## src/rtl/button_conditioner.sv

```systemverilog
// button_conditioner: synchronizes, debounces and edge-detects raw push-button
// levels. Each channel has its own 2-flop synchronizer, a debounce counter, a
// registered stable level and single-cycle press/release pulses.
// Optional long-press detection is compiled in with `define BUTTON_LONG_PRESS_EN;
// without it long_pulse is tied low and no hold counters exist.
module button_conditioner #(
    parameter int CHANNELS        = 3,
    parameter int DEBOUNCE_CYCLES = 10000,
    parameter int LONG_CYCLES     = 1000000
) (
    input  logic                clk,
    input  logic                rst_n,
    input  logic [CHANNELS-1:0] btn_raw,
    output logic [CHANNELS-1:0] btn_level,
    output logic [CHANNELS-1:0] press_pulse,
    output logic [CHANNELS-1:0] release_pulse,
    output logic [CHANNELS-1:0] long_pulse
);

    // Counter reaches DEBOUNCE_CYCLES-1 on the last agreeing sample; a single
    // bit is kept even when DEBOUNCE_CYCLES is 1 so the compare stays legal.
    localparam int CNT_W = (DEBOUNCE_CYCLES > 1) ? $clog2(DEBOUNCE_CYCLES) : 1;
    localparam logic [CNT_W-1:0] CNT_LAST = CNT_W'(DEBOUNCE_CYCLES - 1);

`ifdef BUTTON_LONG_PRESS_EN
    localparam int HOLD_W = (LONG_CYCLES > 1) ? $clog2(LONG_CYCLES) : 1;
    localparam logic [HOLD_W-1:0] HOLD_LAST = HOLD_W'(LONG_CYCLES - 1);
    // Value the hold counter holds on the edge before it first saturates.
    localparam logic [HOLD_W-1:0] HOLD_ARM  = HOLD_W'(LONG_CYCLES - 2);
`endif

    generate
        for (genvar gi = 0; gi < CHANNELS; gi++) begin : g_chan
            logic             sync1_reg;
            logic             sync2_reg;
            logic             stable_reg;
            logic             press_reg;
            logic             release_reg;
            logic [CNT_W-1:0] cnt_reg;

            // Synchronize the pin, then accept a new level only after it has
            // differed from the stable level for DEBOUNCE_CYCLES straight edges.
            always_ff @(posedge clk or negedge rst_n) begin
                if (!rst_n) begin
                    sync1_reg   <= 1'b0;
                    sync2_reg   <= 1'b0;
                    stable_reg  <= 1'b0;
                    press_reg   <= 1'b0;
                    release_reg <= 1'b0;
                    cnt_reg     <= '0;
                end else begin
                    sync1_reg   <= btn_raw[gi];
                    sync2_reg   <= sync1_reg;
                    press_reg   <= 1'b0;
                    release_reg <= 1'b0;
                    if (sync2_reg == stable_reg) begin
                        // Any sample matching the stable level restarts the count.
                        cnt_reg <= '0;
                    end else if (cnt_reg == CNT_LAST) begin
                        stable_reg  <= sync2_reg;
                        cnt_reg     <= '0;
                        press_reg   <= sync2_reg;
                        release_reg <= ~sync2_reg;
                    end else begin
                        cnt_reg <= cnt_reg + 1'b1;
                    end
                end
            end

            assign btn_level[gi]     = stable_reg;
            assign press_pulse[gi]   = press_reg;
            assign release_pulse[gi] = release_reg;

`ifdef BUTTON_LONG_PRESS_EN
            logic [HOLD_W-1:0] hold_reg;
            logic              long_reg;

            // Count edges of continuous debounced press; pulse once when the
            // count first saturates. Saturation holds it quiet until release.
            always_ff @(posedge clk or negedge rst_n) begin
                if (!rst_n) begin
                    hold_reg <= '0;
                    long_reg <= 1'b0;
                end else if (!stable_reg) begin
                    hold_reg <= '0;
                    long_reg <= 1'b0;
                end else if (hold_reg != HOLD_LAST) begin
                    hold_reg <= hold_reg + 1'b1;
                    long_reg <= (hold_reg == HOLD_ARM);
                end else begin
                    long_reg <= 1'b0;
                end
            end

            assign long_pulse[gi] = long_reg;
`else
            // Long-press detection compiled out: output is constant low
            // (LONG_CYCLES is a positive count, so the compare is always false).
            assign long_pulse[gi] = (LONG_CYCLES < 0);
`endif
        end
    endgenerate

endmodule
```

## config.mk

```make
export PLATFORM = sky130hd
export DESIGN_NAME = button_conditioner
export DESIGN_NICKNAME = d
export VERILOG_FILES = /design/src/rtl/button_conditioner.sv
export SDC_FILE = /design/constraint.sdc
export NUM_CORES = 1
export LEC_CHECK = 0
export ABC_AREA = 1
export CORE_MARGIN = 3
export CORE_UTILIZATION = 49
export CTS_BUF_LIST = sky130_fd_sc_hd__clkbuf_8
export DETAILED_ROUTE_END_ITERATION = 6
export DONT_BUFFER_PORTS = 1
export PLACE_DENSITY = 0.64
export SLEW_MARGIN = 5
export SYNTH_ARGS = -nofsm -noshare
export SYNTH_HDL_FRONTEND = slang
export SYNTH_SLANG_ARGS = --single-unit
```

## constraint.sdc

```tcl
create_clock -name clk -period 1.1 [get_ports clk]
set_input_delay 0.11 -clock clk [delete_from_list [all_inputs] [get_ports clk]]
set_output_delay 0.11 -clock clk [all_outputs]
set_load 0.02 [all_outputs]
```

==> metrics <==
NetSw 0.00109 W; Max Cap Violations 0; CP Capture Type flip-flop; top fanout value on the critical path 7; maximum number of pins on one net before global-route repair 58; part of the total power dissipated in the clock network 0.467; Slew Limit Fails 0; Clock Path Buffers 2; required time at the endpoint of the critical path 1330 ps; sum of overflow across all layers after global routing 0; initial antenna violation count 0; clock latency at the later pin of the worst-skew pair between 300 and 400 ps; fraction of the yosys area taken by sequential cells 0.473; Sink Count 57; largest voltage drop on the vdd net 1.19 mV; Leak Pwr about 2.2 nW; vias after detailed routing 2745; total wire length 7.80 mm; combinational family with the most area after synthesis simple AND/OR/NAND/NOR gates; Layout Area Growth over Synthesis 49.8%; Design Area, Final 0.00452 mm^2; mean post-synth cell area 8.19 um^2; failing checks negative hold slack, negative setup slack; Initial DRT Pass Iterations 4; Die Width around 84 um; Setup TNS -4770 ps; synthesized-area fraction occupied by adder cells 0.0249; total die area ~0.007 mm^2; total number of H-tree levels 3; switch share 0.231; non-filler cells, final 532; yosys synthesis warning count 0; Max stage delay on crit path 450 ps; total placed instance area 0.00359 mm^2; violation count after the first detailed-routing iteration roughly 160; post-CTS clock slew at the launch and capture registers of the worst setup and hold paths 70 ps; Overall Global Routing Usage 0.213; critical path, cell by cell nor2_1, nand2_1, nor2_4, nand2_4, nand2_8, nor2_2; critical path class reg2reg; maximum clock rate roughly 0.75 GHz; Finish-stage setup viols 48; final count of hold timing violations 57; Mapped Cells between 300 and 400; Setup Skew 10.9 ps; final routed wire length divided by cell count approximately 15 um; final clock period utilization by the worst path 1.22; num rows 27; CP arrival 1560 ps; Core Area 0.00574 mm^2; IO buf count 0; TritonCTS clock tree yes; weighted congestion at the end of routability-driven global placement 0.841; Antenna diodes 0; vertical die dimension 84.4 um; max FFs per register 42; setup repair after global routing missed its margin true; number of hold-repair buffers added at the cts stage 3; post-synthesis mux area share 0; part of the power in combinational logic 0.070; number of global-route vias before repair approximately 2.7k; area share of xor/xnor cells in the synthesized design 0.0552; effective utilization at floorplan 0.525; Worst Hold Class in2async; Tmin final 1340 ps; most frequent standard cell in the layout excluding fill and tap cells buf_4; number of vias per cell after detailed routing 5.16; reg-to-reg setup timing slack -240 ps; wire length of the first global-routing pass ~12 mm; final setup margin -237 ps; antenna-violating nets left 0; number of buffers created by CTS 9; slowest CP cell dfrtp_2; count of nets after finishing 466; cell-internal power approximately 0.0036 W; fraction of layout cells with a size suffix above 1 0.507; number of DRC violations after detailed routing 0; mapped cell area 0.00302 mm^2; Power Density 1040 mW/mm^2; post-route worst hold slack -546 ps; total of flip-flops plus latches after synthesis 57; cell count after placement 502; fraction of the mapped netlist area in compound gates 0.0195; IO Pins 17; Flop pwr share 0.464; root buffer selected by CTS clkbuf_8; Startpoint Class flip-flop; DP HPWL 4.41 mm; simple-gate share of the synthesized area 0.340; fill cell instance count of the final layout 343; count of different cell masters after synthesis 23; result of the run finished with violations; most used cells in the layout excluding fill and tap cells buf_4, nor2_1, dfrtp_1
final cells by class:
| class | count | area [um^2] | share of cell area |
|---|---|---|---|
| inverter | 45 | 186 | 0.0413 |
| timing repair buffer | 86 | 694 | 0.154 |
| tap | 72 | 90.1 | 0.0199 |
| sequential | 57 | 1440 | 0.319 |
| clock buffer | 10 | 138 | 0.0305 |
| multi-input combinational | 256 | 1890 | 0.417 |
| clock inverter | 6 | 83.8 | 0.0186 |
worst max-delay path: cells and delay by family, from the launching register on:
kind             cells  cell delay (ps)
and+or+nand+nor      6              770
DFF                  1              450
timing repair:
item,4_1_cts,5_1_grt
hold endpoints to repair,60,57
buffers inserted,3,8
pin swaps,28,29
setup endpoints to repair,51,51
resized for setup,79,74
cells in the mapped netlist (all sizes together):
| cell | instances | area (um^2) |
|---|---|---|
| xnor2 | 10 | 87.6 |
| nand3 | 27 | 165 |
| nand3b | 1 | 7.51 |
| dfrtp | 57 | 1430 |
| conb | 1 | 3.75 |
| nand2 | 67 | 282 |
| nor2 | 98 | 398 |
| nand4 | 12 | 75.1 |
| xor2 | 9 | 78.8 |
| a21oi | 8 | 40.0 |
| inv | 45 | 169 |
| ha | 6 | 75.1 |
| buf | 12 | 90.1 |
| nor3 | 9 | 80.1 |
| a31oi | 3 | 18.8 |
| or2 | 3 | 18.8 |
cells by family (layout without fill, tap and decap cells):
group,Yosys count,after routing
simple gates,217,217
flops,57,57
buf+inv,57,147
xor+xnor,19,19
compound gates,11,11
fa+ha+maj,6,6
other cells,1,3
through the flow:
stage               utilization  power [W]  worst slack (ps)
global route              0.787    0.00486              -225
detailed placement        0.625    0.00240              -174
finish                    0.787    0.00471              -237
global placement          0.625    0.00239              -136
CTS                       0.726    0.00465              -131
floorplan                     -    0.00232              -122
final timing paths:
path | from | end | cells after the start
setup / recovery | g_chan[1].cnt_reg[4] | g_chan[1].cnt_reg[8] | 6
hold / removal | rst_n | g_chan[1].cnt_reg[7] | 0
setup reg to reg | g_chan[1].cnt_reg[4] | g_chan[1].cnt_reg[8] | 6
hold reg to reg | g_chan[2].sync1_reg | g_chan[2].sync2_reg | 0
max in group asynchronous | rst_n | g_chan[2].cnt_reg[4] | 0
min in group clk | btn_raw[0] | g_chan[0].sync1_reg | 1
per-layer routing:
layer | track usage | wire (um)
met5 | 0 | 0
met4 | 0.0791 | 170
met1 | 0.238 | 3260
met3 | 0.0775 | 314
met2 | 0.370 | 4060
power groups by stage:
stage	sequential [W]	combinational [W]	clock, W
CTS	0.00217	0.000266	0.00221
finish	0.00218	0.000327	0.00220
floorplan	0.00221	0.000112	0
detailed placement	0.00220	0.000197	0
global route	0.00219	0.000357	0.00231
global placement	0.00220	0.000192	0
No activity file was read; power rests on OpenSTA's default activity.
